--- config.mk ---
export PLATFORM = sky130hd
export DESIGN_NAME = fifo_word_packer_flat
export DESIGN_NICKNAME = d
export VERILOG_FILES = /design/src/rtl/fifo_word_packer_if.sv /design/src/rtl/fifo_word_packer.sv /design/src/flat_wrapper.sv
export SDC_FILE = /design/constraint.sdc
export NUM_CORES = 1
export LEC_CHECK = 0
export ABC_AREA = 1
export BUFFER_PORTS_ARGS = -buffer_cell sky130_fd_sc_hd__clkbuf_2
export CAP_MARGIN = 15
export CORE_ASPECT_RATIO = 0.8
export CORE_UTILIZATION = 40
export DETAILED_ROUTE_END_ITERATION = 10
export PLACE_DENSITY = 0.72
export SLEW_MARGIN = 40
export SYNTH_ARGS = -nofsm -noshare
export SYNTH_HDL_FRONTEND = slang
export SYNTH_SLANG_ARGS = --single-unit
--- constraint.sdc ---
create_clock -name clk -period 2.2 [get_ports clk]
set_input_delay 0.11 -clock clk [delete_from_list [all_inputs] [get_ports clk]]
set_output_delay 0.11 -clock clk [all_outputs]
set_load 0.005 [all_outputs]
--- src/rtl/fifo_word_packer_if.sv ---
// Stream bundle between a show-ahead FIFO, the word packer
// and the wide beat consumer.
interface fifo_word_packer_if #(
  parameter int WIDTH = 8,
  parameter int PACK  = 4,
  parameter int CNT_W = $clog2(PACK + 1)
);
  logic [WIDTH-1:0]      fifo_data;
  logic                  fifo_valid;
  logic                  fifo_ren;
  logic                  flush;
  logic [PACK*WIDTH-1:0] out_data;
  logic                  out_valid;
  logic                  out_ready;
  logic [CNT_W-1:0]      out_count;
  logic                  out_last;
  logic                  busy;

  modport master (
    input  fifo_data,
    input  fifo_valid,
    input  flush,
    input  out_ready,
    output fifo_ren,
    output out_data,
    output out_valid,
    output out_count,
    output out_last,
    output busy
  );

  modport slave (
    output fifo_data,
    output fifo_valid,
    output flush,
    output out_ready,
    input  fifo_ren,
    input  out_data,
    input  out_valid,
    input  out_count,
    input  out_last,
    input  busy
  );
endinterface

--- src/rtl/fifo_word_packer.sv ---
// Drains a show-ahead FIFO one word per cycle and packs PACK words
// into one wide valid/ready beat; flush closes a partial beat early.
module fifo_word_packer #(
  parameter int WIDTH = 8,
  parameter int PACK  = 4,
  parameter int CNT_W = $clog2(PACK + 1)
) (
  input  logic               clk,
  input  logic               rst,
  fifo_word_packer_if.master bus
);
  localparam int IDX_W = (PACK > 1) ? $clog2(PACK) : 1;

  localparam logic [0:0] FILL = 1'b0;
  localparam logic [0:0] HOLD = 1'b1;

  localparam logic [IDX_W-1:0] IDX_LAST = IDX_W'(PACK - 1);
  localparam logic [IDX_W-1:0] IDX_ONE  = IDX_W'(1);
  localparam logic [CNT_W-1:0] CNT_FULL = CNT_W'(PACK);

  typedef logic [PACK-1:0][WIDTH-1:0] lanes_t;

  logic [0:0]       state_q, state_d;
  logic [IDX_W-1:0] idx_q, idx_d;
  lanes_t           lanes_q, lanes_d;
  logic [CNT_W-1:0] cnt_q, cnt_d;
  logic             last_q, last_d;
  logic             pend_q, pend_d;

  logic             in_hold;
  logic             pop;
  logic             flush_any;
  logic             at_last;
  logic [CNT_W-1:0] n_fill;

  assign in_hold = (state_q == HOLD);

  // The slot frees up in the same cycle the held beat is taken.
  assign pop = ~rst & bus.fifo_valid
             & (~in_hold | bus.out_ready);

  assign flush_any = bus.flush | pend_q;
  assign at_last   = (idx_q == IDX_LAST);
  assign n_fill    = CNT_W'(idx_q) + CNT_W'(pop);

  always_comb begin
    state_d = state_q;
    idx_d   = idx_q;
    lanes_d = lanes_q;
    cnt_d   = cnt_q;
    last_d  = last_q;
    pend_d  = pend_q;

    unique case (state_q)
      FILL: begin
        if (pop) begin
          lanes_d[idx_q] = bus.fifo_data;
        end
        if (flush_any) begin
          pend_d = 1'b0;
          if (n_fill != '0) begin
            state_d = HOLD;
            cnt_d   = n_fill;
            last_d  = 1'b1;
            idx_d   = '0;
          end
        end else if (pop) begin
          if (at_last) begin
            state_d = HOLD;
            cnt_d   = CNT_FULL;
            last_d  = 1'b0;
            idx_d   = '0;
          end else begin
            idx_d = idx_q + IDX_ONE;
          end
        end
      end

      HOLD: begin
        if (bus.flush) begin
          pend_d = 1'b1;
        end
        if (bus.out_ready) begin
          state_d = FILL;
          lanes_d = '0;
          cnt_d   = '0;
          last_d  = 1'b0;
          if (pop) begin
            lanes_d[0] = bus.fifo_data;
            if (PACK == 1) begin
              state_d = HOLD;
              cnt_d   = CNT_FULL;
            end else begin
              idx_d = IDX_ONE;
            end
          end
        end
      end

      default: begin
        state_d = FILL;
      end
    endcase
  end

  always_ff @(posedge clk or posedge rst) begin
    if (rst) begin
      state_q <= FILL;
      idx_q   <= '0;
      lanes_q <= '0;
      cnt_q   <= '0;
      last_q  <= 1'b0;
      pend_q  <= 1'b0;
    end else begin
      state_q <= state_d;
      idx_q   <= idx_d;
      lanes_q <= lanes_d;
      cnt_q   <= cnt_d;
      last_q  <= last_d;
      pend_q  <= pend_d;
    end
  end

  assign bus.fifo_ren  = pop;
  assign bus.out_data  = lanes_q;
  assign bus.out_valid = in_hold;
  assign bus.out_count = cnt_q;
  assign bus.out_last  = last_q;
  assign bus.busy      = (idx_q != '0) | in_hold | pend_q;

`ifndef SYNTHESIS
  a_pop_needs_valid: assert property (
    @(posedge clk) disable iff (rst)
      pop |-> bus.fifo_valid);

  a_hold_stable: assert property (
    @(posedge clk) disable iff (rst)
      (in_hold && !bus.out_ready) |=>
        (in_hold && $stable(lanes_q)
         && $stable(cnt_q) && $stable(last_q)));
`endif
endmodule
--- src/flat_wrapper.sv ---
// flat-port wrapper written by rule: the top's interface ports become plain ports
module fifo_word_packer_flat 
#(
  parameter int WIDTH = 8,
  parameter int PACK  = 4,
  parameter int CNT_W = $clog2(PACK + 1)
)
  (clk, rst, bus_fifo_data, bus_fifo_valid, bus_flush, bus_out_ready, bus_fifo_ren, bus_out_data, bus_out_valid, bus_out_count, bus_out_last, bus_busy);
  fifo_word_packer_if #(.WIDTH(WIDTH), .PACK(PACK), .CNT_W(CNT_W)) bus_i ();
  input  logic clk;
  input  logic rst;
  input wire logic [$bits(bus_i.fifo_data)-1:0] bus_fifo_data;
  input wire logic [$bits(bus_i.fifo_valid)-1:0] bus_fifo_valid;
  input wire logic [$bits(bus_i.flush)-1:0] bus_flush;
  input wire logic [$bits(bus_i.out_ready)-1:0] bus_out_ready;
  output wire logic [$bits(bus_i.fifo_ren)-1:0] bus_fifo_ren;
  output wire logic [$bits(bus_i.out_data)-1:0] bus_out_data;
  output wire logic [$bits(bus_i.out_valid)-1:0] bus_out_valid;
  output wire logic [$bits(bus_i.out_count)-1:0] bus_out_count;
  output wire logic [$bits(bus_i.out_last)-1:0] bus_out_last;
  output wire logic [$bits(bus_i.busy)-1:0] bus_busy;
  assign bus_i.fifo_data = bus_fifo_data;
  assign bus_i.fifo_valid = bus_fifo_valid;
  assign bus_i.flush = bus_flush;
  assign bus_i.out_ready = bus_out_ready;
  assign bus_fifo_ren = bus_i.fifo_ren;
  assign bus_out_data = bus_i.out_data;
  assign bus_out_valid = bus_i.out_valid;
  assign bus_out_count = bus_i.out_count;
  assign bus_out_last = bus_i.out_last;
  assign bus_busy = bus_i.busy;
  fifo_word_packer #(.WIDTH(WIDTH), .PACK(PACK), .CNT_W(CNT_W)) u_core (.clk(clk), .rst(rst), .bus(bus_i));
endmodule
* Word level (Yosys, flattened, before mapping)
Cells that the tools add are included.
** Cells by class
- $add $sub $neg :: 2
- Order comparisons :: 2
- Equal/unequal tests :: 9
- Multiplexer cells :: 35
- Bitwise operators :: 8
- Reduce and logical (&&, ||, !) cells :: 7
** Operator list (number)
- 32-bit two-way mux :: 2
- 32-bit one-hot mux with 2 select lines :: 1
- 32-bit bitwise mux :: 1
- 8-bit demux with 2-bit select :: 1
- 8-bit two-way mux :: 2
- 3-bit two-way mux :: 5
- 1-bit two-way mux :: 12
- 2-bit two-way mux :: 6
- 4-bit AND reduction :: 2
- 2-bit != test (second input constant) :: 3
- 3-bit by 1-bit != test with 1-bit output (second input constant) :: 2
- 1-bit one-hot mux with 2 select lines :: 3
- 3-bit one-hot mux with 2 select lines :: 1
- 2-bit by 1-bit != test with 1-bit output (second input constant) :: 2
- 1-bit bitwise OR :: 4
- 2-bit one-hot mux with 2 select lines :: 1
- 2-bit AND reduction :: 2
- 2-bit by 1-bit adder with 3-bit output :: 1
- 2-bit by 3-bit < comparator with 1-bit output (second input constant) :: 1
- 3-bit != test (second input constant) :: 1
- 3-bit nonzero test :: 1
- 2-bit by 1-bit adder with 2-bit output (second input constant) :: 1
- 1-bit bitwise AND :: 2
- 2-bit equality test (second input constant) :: 1
- 4 further kinds :: 5
** Word-level totals
- Register bits after elaboration :: 40
- Bits of input ports :: 13
- Output and inout port bits :: 39
- Logic and storage cells :: 72

* Depth between registers and ports, before layout
Gate-level depths: netlist of the first run.
- Word-level depth :: 8
- Mapped depth :: 13
- Gate-level depth less buffers :: 13

* Least setup slack after synthesis of the first run
OpenSTA, ideal clock, no wires.
- Path kind :: flip-flop to flip-flop
- From :: register u_core.state_q (netlist: u_core.bus.out_valid)
- To :: register u_core.idx_q[0]
- Library setup time :: 0.127 ns
- Data arrival time :: 1.680 ns
- Required time :: 2.073 ns
- Slack :: 0.393 ns
- Stages on the path, launching flop included :: 13
- Path buffers :: 1
- Clock period less this slack :: 1.807 ns
- Cell sequence :: dfrtp_1 > buf_6 > nand2_4 > nand2_4 > inv_1 > ha_1 > ha_1 > nor2_1 > nand2_1 > nand2_1 > nand2_1 > nand2_1 > o21ai_0
** Between the ends
- Longest elaborated chain between the ends :: 7
- Elaborated cells between the ends (all ways) :: 11
- Those cells by class :: add/sub: 1; eq/ne: 4; mux: 1; bitwise: 3; reduce/logical: 2
** Ends and longest elaborated chain
- start, declared :: line fifo_word_packer.sv:23 : logic [0:0] state_q, state_d;
- start signal, assigned :: line fifo_word_packer.sv:115 : state_q <= state_d;
- 1-bit NOT (*) :: line fifo_word_packer.sv:40 : & (~in_hold | bus.out_ready);
- 1-bit bitwise OR (*) :: line fifo_word_packer.sv:40
- 1-bit bitwise AND (*) :: line fifo_word_packer.sv:40
- named net bus_fifo_ren :: line flat_wrapper.sv:16 : output wire logic [$bits(bus_i.fifo_ren)-1:0] bus_fifo_ren;
- 2-bit by 1-bit adder with 3-bit output :: line fifo_word_packer.sv:44 : assign n_fill = CNT_W'(idx_q) + CNT_W'(pop);
- 3-bit nonzero test :: line fifo_word_packer.sv:61 : if (n_fill != '0) begin
- 3-bit != test (no line)
- 4-bit AND reduction (no line) (*)
- end signal, assigned :: line fifo_word_packer.sv:116 : idx_q <= idx_d;
- end, declared :: line fifo_word_packer.sv:24 : logic [IDX_W-1:0] idx_q, idx_d;
The timed path passes the listed nets; every way through them passes the cells marked *.
A chain may end at the register's enable or synchronous reset.

* Worst setup path in the final report of the first run
- From :: input port rst
- To :: register u_core.idx_q[0]
** Between the ends
- Longest elaborated chain between the ends :: 7
- Elaborated cells between the ends (all ways) :: 9
- Those cells by class :: add/sub: 1; eq/ne: 3; bitwise: 3; reduce/logical: 2
** Ends and longest elaborated chain
- start, declared :: line flat_wrapper.sv:11 : input logic rst;
- 1-bit NOT (*) :: line fifo_word_packer.sv:39 : assign pop = ~rst & bus.fifo_valid
- 1-bit bitwise AND (*) :: line fifo_word_packer.sv:39
- 1-bit bitwise AND (*) :: line fifo_word_packer.sv:40
- 2-bit by 1-bit adder with 3-bit output :: line fifo_word_packer.sv:44
- 3-bit nonzero test :: line fifo_word_packer.sv:61
- 3-bit != test (no line)
- 4-bit AND reduction (no line) (*)
Every way passes the cells marked *; elsewhere a longest branch is shown, timed or not.

==> results of run 1 <==
critical path: stages:
cell and delay (ns):
dlygate4sd3_1 0.53, clkbuf_2 0.12, nor2_2 0.16, nand2_4 0.09, inv_1 0.12, ha_1 0.17, ha_1 0.25, nor2_1 0.11
nand2_1 0.09, nand2_1 0.14, nand2_1 0.10, nand2_1 0.06, o21ai_0 0.06
per-layer routing:
metal	track usage (%)	wire length, µm	up-vias
met2	26.7	1740	50
met1	26.6	2150	755
li1	-	-	819
met3	3.71	253	2
met4	7.14	21	0
met5	0	0	-
synth_stat cells:
cell,n,share of area (%)
nand3_1,16,4.1
o21ai_1,18,4.7
ha_1,6,3.9
inv_2,1,0.19
o21ai_0,1,0.26
a21oi_1,1,0.26
buf_6,4,2.3
buf_2,1,0.26
dfrtp_1,40,52
nor2_1,17,3.3
clkbuf_1,3,0.58
o21ai_2,6,2.7
o21ai_4,3,2.5
nand2_2,2,0.65
inv_1,20,3.9
nand2_4,3,1.7
nand2_1,87,17
per-stage QoR:
step / hold WS, ns / power, mW / cell area, µm² / utilization, %
global placement: 0.259 / 2.31 / 2220 / 48.0
CTS: 0.0599 / 2.84 / 2320 / 50.2
detailed placement: 0.262 / 2.34 / 2220 / 48.0
floorplan: 0.255 / 1.96 / 1930 / -
finish: 0.0562 / 2.83 / 2320 / 50.2
global route: 0.0619 / 3.07 / 2320 / 50.2
placed cells by master (no fill, tap or decap):
| cell type | synthesis | final |
|---|---|---|
| clkinv_2 | 0 | 2 |
| nand2_1 | 87 | 87 |
| dfrtp_1 | 40 | 40 |
| nor2_2 | 0 | 1 |
| nand2_4 | 3 | 3 |
| clkbuf_2 | 0 | 51 |
| o21ai_1 | 18 | 18 |
| nand2_2 | 2 | 2 |
| buf_4 | 0 | 2 |
| nand3_1 | 16 | 16 |
| nor2_1 | 17 | 16 |
| dlygate4sd3_1 | 0 | 1 |
| inv_2 | 1 | 1 |
| o21ai_0 | 1 | 1 |
| a21oi_1 | 1 | 1 |
| ha_1 | 6 | 6 |
| o21ai_2 | 6 | 6 |
| o21ai_4 | 3 | 3 |
| inv_1 | 20 | 20 |
| clkbuf_8 | 0 | 6 |
area by class of cell:
cell class	count	area (µm²)	share of cell area, %
Tap cell	60	75.1	3.23
Timing Repair Buffer	54	280	12.1
Inverter	21	78.8	3.39
Multi-Input combinational cell	160	796	34.2
Clock inverter	2	10.0	0.431
Clock buffer	6	82.6	3.55
Sequential cell	40	1000	43.1
worst paths after layout:
path / start / end
setup reg to reg: u_core.bus.out_valid / u_core.idx_q[0]
setup / recovery: rst / u_core.idx_q[0]
hold / removal: bus_fifo_data[2] / u_core.bus.out_data[2]
min in group asynchronous: rst / u_core.bus.out_data[10]
hold reg to reg: u_core.bus.out_count[1] / u_core.bus.out_count[1]
max in group asynchronous: rst / u_core.bus.out_data[22]
kinds of logic after synthesis:
| logic type | after synthesis | synth area share (%) |
|---|---|---|
| adder cells (fa/ha/maj) | 6 | 3.88 |
| AND/OR/NAND/NOR | 125 | 26.7 |
| AO/OA/AOI/OAI | 29 | 10.4 |
| flip-flops | 40 | 51.7 |
| buffers and inverters | 29 | 7.24 |
state kept, by name, summed over array words and instances, names as in the netlist:
| register | flops |
|---|---|
| u_core.bus.out_data | 32 |
| u_core.bus.out_count | 3 |
| u_core.idx_q | 2 |
| u_core.bus.out_valid | 1 |
| u_core.bus.out_last | 1 |
| u_core.pend_q | 1 |
repair_timing:
item | in CTS | in global routing
hold buffers | 1 | 0
endpoints found under the setup margin | 0 | 2
endpoints found under the hold margin | 40 | 0
gates resized for setup | 0 | 1
power groups by stage:
stage | Sequential, mW | Combinational (mW) | Clock [mW]
global placement | 1.13 | 1.18 | 0
CTS | 1.13 | 1.20 | 0.518
global route | 1.16 | 1.36 | 0.550
floorplan | 1.14 | 0.823 | 0
finish | 1.12 | 1.19 | 0.512
detailed placement | 1.14 | 1.20 | 0
==> impl_metrics.py, run 1 <==
metrics = {
    "outcome": {
        "status": "finished clean",
    },
    "floorplan": {
        "num_rows": 22,
        "initial_utilization_pct": 41.8,
        "die_w_um": 79.8,
        "die_h_um": 64.2,
        "design.core.area_um2": 4620,
        "die-area_um2": 5120,
        "ios": 52,
    },
    "cells_and_area": {
        "nFillCells": 458,
        "diodes": 0,
        "nets": 301,
        "final_cell_count_no_fill": 343,
        "syn_to_final_growth_pct": 20.1,
        "drive_above_1_share_pct": 27.2,
    },
    "synth": {
        "syn_inst": 229,
        "synth.avg_cell_area_um2": 8.45,
        "yosysWarnings": 0,
        "yosysUniqueCellTypes": 17,
        "syn-num-nets": 248,
        "ys_seq_area_share_pct": 51.7,
        "synth_area_um2": 1930,
        "synth-seq-cells": 40,
    },
    "power": {
        "seqPwrFrac_pct": 39.7,
        "clockPowerShare_pct": 18.1,
        "leakage_nw": 1.30,
        "internal_power_mw": 1.67,
        "swShare_pct": 40.9,
        "power.density_nw_per_um2": 1220,
        "switchingPower_mw": 1.16,
        "combPwrFrac_pct": 42.2,
        "ir_drop_uv": 459,
    },
    "global_routing": {
        "grt_pass1_wl_mm": 7.22,
        "grt_max_degree": 41,
        "grt_use_total_pct": 18.4,
        "grt_overflow": 0,
        "antenna_found_initial": 0,
        "grt_pass1_vias": 1605,
    },
    "clocking": {
        "clk_pin_slew_ns": 0.08,
        "post-cts-setup-buffer-count": 0,
        "clockRootBuffer": "clkbuf_8",
        "cts_tree": "built",
        "htreeDepth": 2,
        "numCtsBuffers": 5,
        "cts_buffer_depth": 2,
        "clkLatencyLatePin_ns": 0.30,
        "clkSinkCount": 40,
    },
    "placement": {
        "routabilityCongestion": 0.802,
        "hpwlAfterDp_mm": 3.04,
        "portBuffers": 51,
        "dpl.cell_count": 334,
        "dp_slack_ns": 0.404,
    },
    "routing": {
        "drt_iter0_markers": 67,
        "vias_per_cell": 4.74,
        "route.detailed.wl_per_inst_um": 12.2,
        "ant_nets": 0,
        "dr.pass1.iters": 4,
        "route.vias.total": 1626,
        "totalWireLength_mm": 4.17,
        "drcViolationCount": 0,
    },
    "timing": {
        "rsz0062_at_grt": "no",
        "fmax_mhz": 518,
        "layout_min_cycle_time_ns": 1.93,
        "setup_viol": 0,
        "finClkSkew_ns": 0.00513,
        "timing.final.crit_share_pct": 87.8,
        "tns_ns": 0,
        "slew_headroom_pct": 66.5,
        "report.final.slew_viol_count": 0,
        "fin_ws_ns": 0.269,
        "hold_viol_final": 0,
        "worstMarginPinSlew_ns": 0.502,
    },
    "flow_run": {
        "cap_violations": 0,
    },
    "critical_path": {
        "r2r_cells": 11,
        "cp_max_fo": 4,
        "worstPathRequired_ns": 2.38,
        "cp_data_arrival_time_ns": 2.11,
        "r2r_setup_slack_ns": 0.36,
        "critPathCaptureType": "flip-flop",
        "worst_setup_path_start_kind": "input port",
        "crit_type": "in2reg",
    },
    "worst_hold_path": {
        "min_path_cells": 3,
        "hp-class": "in2reg",
    },
}
(Power assumes the default switching activity.)
==> run 2, diff against run 1 <==
--- a/config.mk
+++ b/config.mk
@@ -9,10 +9,10 @@
 export BUFFER_PORTS_ARGS = -buffer_cell sky130_fd_sc_hd__clkbuf_2
 export CAP_MARGIN = 15
 export CORE_ASPECT_RATIO = 0.8
-export CORE_UTILIZATION = 40
+export CORE_UTILIZATION = 50
 export DETAILED_ROUTE_END_ITERATION = 10
-export PLACE_DENSITY = 0.72
-export SLEW_MARGIN = 40
+export PLACE_DENSITY = 0.85
+export SLEW_MARGIN = 20
 export SYNTH_ARGS = -nofsm -noshare
 export SYNTH_HDL_FRONTEND = slang
 export SYNTH_SLANG_ARGS = --single-unit
==> run 2 against run 1 <==
Net effect: die area is 19% lower; clock skew hardly changed; utilization is 15 points higher; non-clock buffer count stayed put; clock power is 25% higher; routed wire length is 0.46% higher; final cell count is 5.2% lower; combinational power hardly changed; flip-flop and latch count stayed put; sequential share of layout area is 0.21 points lower.
==> impl_metrics.py, run 2 (same netlist as run 1, synthesis figures left out) <==
metrics = {
    "routing": {
        "vias_per_cell": 5.01,
        "ant_nets": 0,
        "drt_iter0_markers": 114,
        "totalWireLength_mm": 4.19,
        "route.vias.total": 1628,
        "dr.pass1.iters": 4,
        "drcViolationCount": 0,
        "route.detailed.wl_per_inst_um": 12.9,
    },
    "global_routing": {
        "antenna_found_initial": 0,
        "grt_pass1_wl_mm": 7.02,
        "grt_max_degree": 41,
        "grt_use_total_pct": 22.2,
        "grt_pass1_vias": 1532,
        "grt_overflow": 0,
    },
    "critical_path": {
        "cp_data_arrival_time_ns": 2.18,
        "r2r_cells": 11,
        "critPathCaptureType": "flip-flop",
        "r2r_setup_slack_ns": 0.36,
        "crit_slowest_cell": "dlygate4sd3_1",
        "cpPeakStageDelay_ns": 0.56,
        "cpMostUsedCell": "nand2_1",
        "crit_type": "in2reg",
        "worst_setup_path_start_kind": "input port",
        "cp_max_fo": 4,
        "crit_chain": "dlygate4sd3_1 > clkbuf_2 > nor2_2 > nand2_4 > inv_1 > ha_1 > ha_1 > nor2_1 > nand2_1 > nand2_1 > nand2_1 > nand2_1 > o21ai_0",
        "worstPathRequired_ns": 2.37,
    },
    "floorplan": {
        "die_h_um": 57.6,
        "ios": 52,
        "design.core.area_um2": 3570,
        "num_rows": 19,
        "die-area_um2": 4120,
        "die_w_um": 71.5,
        "initial_utilization_pct": 54.2,
    },
    "cells_and_area": {
        "nets": 301,
        "nFillCells": 289,
        "largest_register_ffs": 32,
        "syn_to_final_growth_pct": 20.7,
        "final_area_um2": 2330,
        "final_common_cell": "nand2_1",
        "diodes": 0,
        "mostFrequentLayoutCells": "nand2_1 (87), clkbuf_2 (51), dfrtp_1 (40), inv_1 (20), o21ai_1 (18)",
        "drive_above_1_share_pct": 27.2,
    },
    "timing": {
        "finClkSkew_ns": 0.00502,
        "worstMarginPinSlew_ns": 0.498,
        "timing.final.crit_share_pct": 91.2,
        "tns_ns": 0,
        "slew_headroom_pct": 66.8,
        "setup_viol": 0,
        "layout_min_cycle_time_ns": 2.01,
        "report.final.slew_viol_count": 0,
        "fmax_mhz": 498,
        "hold_viol_final": 0,
        "rsz0062_at_grt": "no",
    },
    "clocking": {
        "clkLatencyLatePin_ns": 0.28,
        "numCtsBuffers": 5,
        "cts_tree": "built",
        "post-cts-setup-buffer-count": 0,
        "clockRootBuffer": "clkbuf_8",
        "clk_pin_slew_ns": 0.08,
        "htreeDepth": 2,
        "clkSinkCount": 40,
        "cts_buffer_depth": 2,
    },
    "worst_hold_path": {
        "hp-class": "in2reg",
        "min_path_cells": 3,
    },
    "outcome": {
        "status": "finished clean",
    },
    "flow_run": {
        "cap_violations": 0,
    },
    "power": {
        "leakage_nw": 1.31,
        "ir_drop_uv": 564,
        "power.density_nw_per_um2": 1270,
    },
    "placement": {
        "routabilityCongestion": 0.873,
        "postPlaceCellArea_um2": 2200,
        "hpwlAfterDp_mm": 3.05,
        "portBuffers": 51,
    },
}
-- run 2: changes by cell type in the layout (fill, tap and decap cells not counted), sizes merged --
| cell | delta |
|---|---|
| clkinv | -2 |
| bufinv | +1 |
| clkbuf | +1 |
-- run 2: where the power goes --
| group | internal, mW | switching [mW] | leakage [nW] | total [mW] |
|---|---|---|---|---|
| Combinational | 0.446 | 0.753 | 0.714 | 1.20 |
| Sequential | 0.975 | 0.150 | 0.536 | 1.13 |
| Clock | 0.400 | 0.241 | 0.0645 | 0.641 |
-- run 2: worst max-delay path: cells and delay by family --
| family | cells | cell delay [ns] |
|---|---|---|
| buffers and inverters | 3 | 0.82 |
| AOI/OAI and AO/OA | 1 | 0.08 |
| and+or+nand+nor | 7 | 0.76 |
| adders and majority gates | 2 | 0.40 |
-- run 2: metrics by stage --
stage	utilization, %	instances	hold WS (ns)	worst slack, ns	power [mW]
6_report	65.5	325	0.0698	0.193	2.96
5_1_grt	65.5	325	0.0882	0.0773	3.20
4_1_cts	65.4	325	0.0660	0.204	2.98
3_5_place_dp	61.6	316	0.268	0.388	2.33
3_3_place_gp	61.6	316	0.251	0.491	2.29
2_1_floorplan	-	229	0.255	0.393	1.96
-- run 2: final cells by class --
cell class	instances	area [µm²]	share of cell area (%)
flip-flops and latches	40	1000	42.9
repair buffers	54	280	12.0
well taps	42	52.6	2.25
clock inverters	1	30.0	1.29
inverters	21	78.8	3.38
multi-input cells	160	796	34.1
clock buffers	7	96.3	4.13
-- run 2: worst paths after layout --
check	startpoint	endpoint
worst max-delay path	rst	u_core.idx_q[0]
worst min register to register	u_core.bus.out_count[0]	u_core.bus.out_count[0]
worst max register to register	u_core.bus.out_valid	u_core.idx_q[0]
min in group asynchronous	rst	u_core.idx_q[0]
max in group asynchronous	rst	u_core.bus.out_data[6]
worst min-delay path	bus_fifo_data[7]	u_core.bus.out_data[7]
-- run 2: timing repair --
action                                 CTS  global route
setup endpoints to repair                0             1
hold buffers                             1             0
endpoints found under the hold margin   40             0
resized for setup                        0             1
-- run 2: per-layer routing --
layer	vias up	global-route usage, %	part of all wire (%)
met5	-	0	0
met4	0	9.24	2.1
li1	818	-	-
met2	58	34.6	45
met3	8	4.00	6.1
met1	744	31.3	47
==> run 3, diff against run 2 <==
--- a/config.mk
+++ b/config.mk
@@ -12,6 +12,7 @@
 export CORE_UTILIZATION = 50
 export DETAILED_ROUTE_END_ITERATION = 10
 export PLACE_DENSITY = 0.85
+export RECOVER_POWER = 25
 export SLEW_MARGIN = 20
 export SYNTH_ARGS = -nofsm -noshare
 export SYNTH_HDL_FRONTEND = slang
==> run 3 against run 2 <==
Net effect: via count about the same; sequential share of layout area increased by 0.12 points; non-clock buffer count unchanged; final cell count unchanged; sequential power about the same; flip-flop and latch count unchanged; first-iteration DRC count increased by 1.8%; design area decreased by 0.27%; worst setup slack about the same; clock power about the same; largest power group unchanged.
==> impl_metrics.py, run 3 (same netlist as run 1, synthesis figures left out) <==
metrics = {
    "clocking": {
        "numCtsBuffers": 5,
        "cts_tree": "built",
        "clkLatencyLatePin_ns": 0.28,
        "clkSinkCount": 40,
        "clk_pin_slew_ns": 0.08,
        "htreeDepth": 2,
        "clockRootBuffer": "clkbuf_8",
        "cts_buffer_depth": 2,
        "post-cts-setup-buffer-count": 0,
    },
    "routing": {
        "vias_per_cell": 5.01,
        "drcViolationCount": 0,
        "drt_iter0_markers": 116,
        "route.detailed.wl_per_inst_um": 12.9,
        "dr.pass1.iters": 4,
        "totalWireLength_mm": 4.20,
        "route.vias.total": 1629,
        "ant_nets": 0,
    },
    "worst_hold_path": {
        "hp-class": "in2reg",
        "min_path_cells": 3,
    },
    "cells_and_area": {
        "mostFrequentLayoutCells": "nand2_1 (87), clkbuf_2 (46), dfrtp_1 (40), inv_1 (20), o21ai_1 (18)",
        "final_area_um2": 2330,
        "drive_above_1_share_pct": 25.4,
        "nFillCells": 293,
        "utilization_pct": 65.3,
        "largest_register_ffs": 32,
        "final_common_cell": "nand2_1",
        "nets": 301,
        "diodes": 0,
        "syn_to_final_growth_pct": 20.4,
        "final_cell_count_no_fill": 325,
    },
    "power": {
        "leakage_nw": 1.30,
        "power.total_mw": 2.96,
        "power.density_nw_per_um2": 1270,
        "ir_drop_uv": 564,
    },
    "outcome": {
        "status": "finished clean",
    },
    "timing": {
        "slew_headroom_pct": 66.8,
        "tns_ns": 0,
        "finClkSkew_ns": 0.00493,
        "hold_viol_final": 0,
        "timing.final.crit_share_pct": 91.2,
        "rsz0062_at_grt": "no",
        "setup_viol": 0,
        "layout_min_cycle_time_ns": 2.01,
        "report.final.slew_viol_count": 0,
        "worstMarginPinSlew_ns": 0.498,
        "fmax_mhz": 498,
        "fin_ws_ns": 0.193,
        "whs_ns": 0.0700,
    },
    "placement": {
        "postPlaceCellArea_um2": 2200,
        "hpwlAfterDp_mm": 3.05,
        "dp_slack_ns": 0.388,
        "dpl.cell_count": 316,
        "routabilityCongestion": 0.873,
        "portBuffers": 51,
    },
    "floorplan": {
        "die-area_um2": 4120,
        "design.core.area_um2": 3570,
        "num_rows": 19,
        "die_h_um": 57.6,
        "die_w_um": 71.5,
        "ios": 52,
        "initial_utilization_pct": 54.2,
    },
    "global_routing": {
        "antenna_found_initial": 0,
        "grt_max_degree": 41,
        "grt_pass1_wl_mm": 7.02,
        "grt_use_total_pct": 22.2,
        "grt_overflow": 0,
        "grt_pass1_vias": 1532,
    },
    "critical_path": {
        "cp_max_fo": 4,
        "crit_type": "in2reg",
        "worstPathRequired_ns": 2.37,
        "cp_data_arrival_time_ns": 2.18,
        "critPathCaptureType": "flip-flop",
        "r2r_cells": 11,
        "worst_setup_path_start_kind": "input port",
    },
    "flow_run": {
        "cap_violations": 0,
    },
}
==> run 3: cell types whose count changed in the layout (fill, tap and decap cells not counted) <==
cell      before  now
clkbuf_1       0    5
clkbuf_2      51   46
==> run 3: cell type report <==
type	instances	area, µm²	share of cell area, %
tap	42	52.6	2.26
clock inverter	1	30.0	1.29
sequential	40	1000	43.0
multi-input combinational	160	796	34.2
timing repair buffer	54	274	11.8
clock buffer	7	96.3	4.14
inverter	21	78.8	3.39
==> run 3: critical path, cell delays in order <==
cell and delay, ns:
dlygate4sd3_1 0.56, clkbuf_2 0.13, nor2_2 0.18, nand2_4 0.08, inv_1 0.13, ha_1 0.17
ha_1 0.23, nor2_1 0.11, nand2_1 0.09, nand2_1 0.13, nand2_1 0.10, nand2_1 0.07
o21ai_0 0.08
==> run 3: final timing paths <==
| check | end | slack, ns | start |
|---|---|---|---|
| max | u_core.idx_q[0] | 0.19 | rst |
| min | u_core.bus.out_data[7] | 0.07 | bus_fifo_data[7] |
| max reg2reg | u_core.idx_q[0] | 0.36 | u_core.bus.out_valid |
| min reg2reg | u_core.bus.out_count[0] | 0.48 | u_core.bus.out_count[0] |
| max in group asynchronous | u_core.bus.out_data[6] | 1.29 | rst |
| min in group asynchronous | u_core.idx_q[0] | 0.56 | rst |
==> run 3: routing by layer <==
layer / vias to the layer above / GRT usage [%] / part of all wire (%)
met3: 8 / 4.00 / 6.1
met5: - / 0 / 0
li1: 818 / - / -
met1: 745 / 31.3 / 47
met2: 58 / 34.6 / 45
met4: 0 / 9.24 / 2.1
==> run 3: what timing repair did <==
| item | 4_1_cts | 5_1_grt |
|---|---|---|
| resized for setup | 0 | 1 |
| endpoints found under the hold margin | 40 | 0 |
| endpoints found under the setup margin | 0 | 1 |
| hold buffers | 1 | 0 |
==> run 3: report_power, final <==
part	internal [mW]	switching, mW	total, mW
registers	0.975	0.150	1.12
clock network	0.400	0.241	0.641
logic	0.438	0.753	1.19
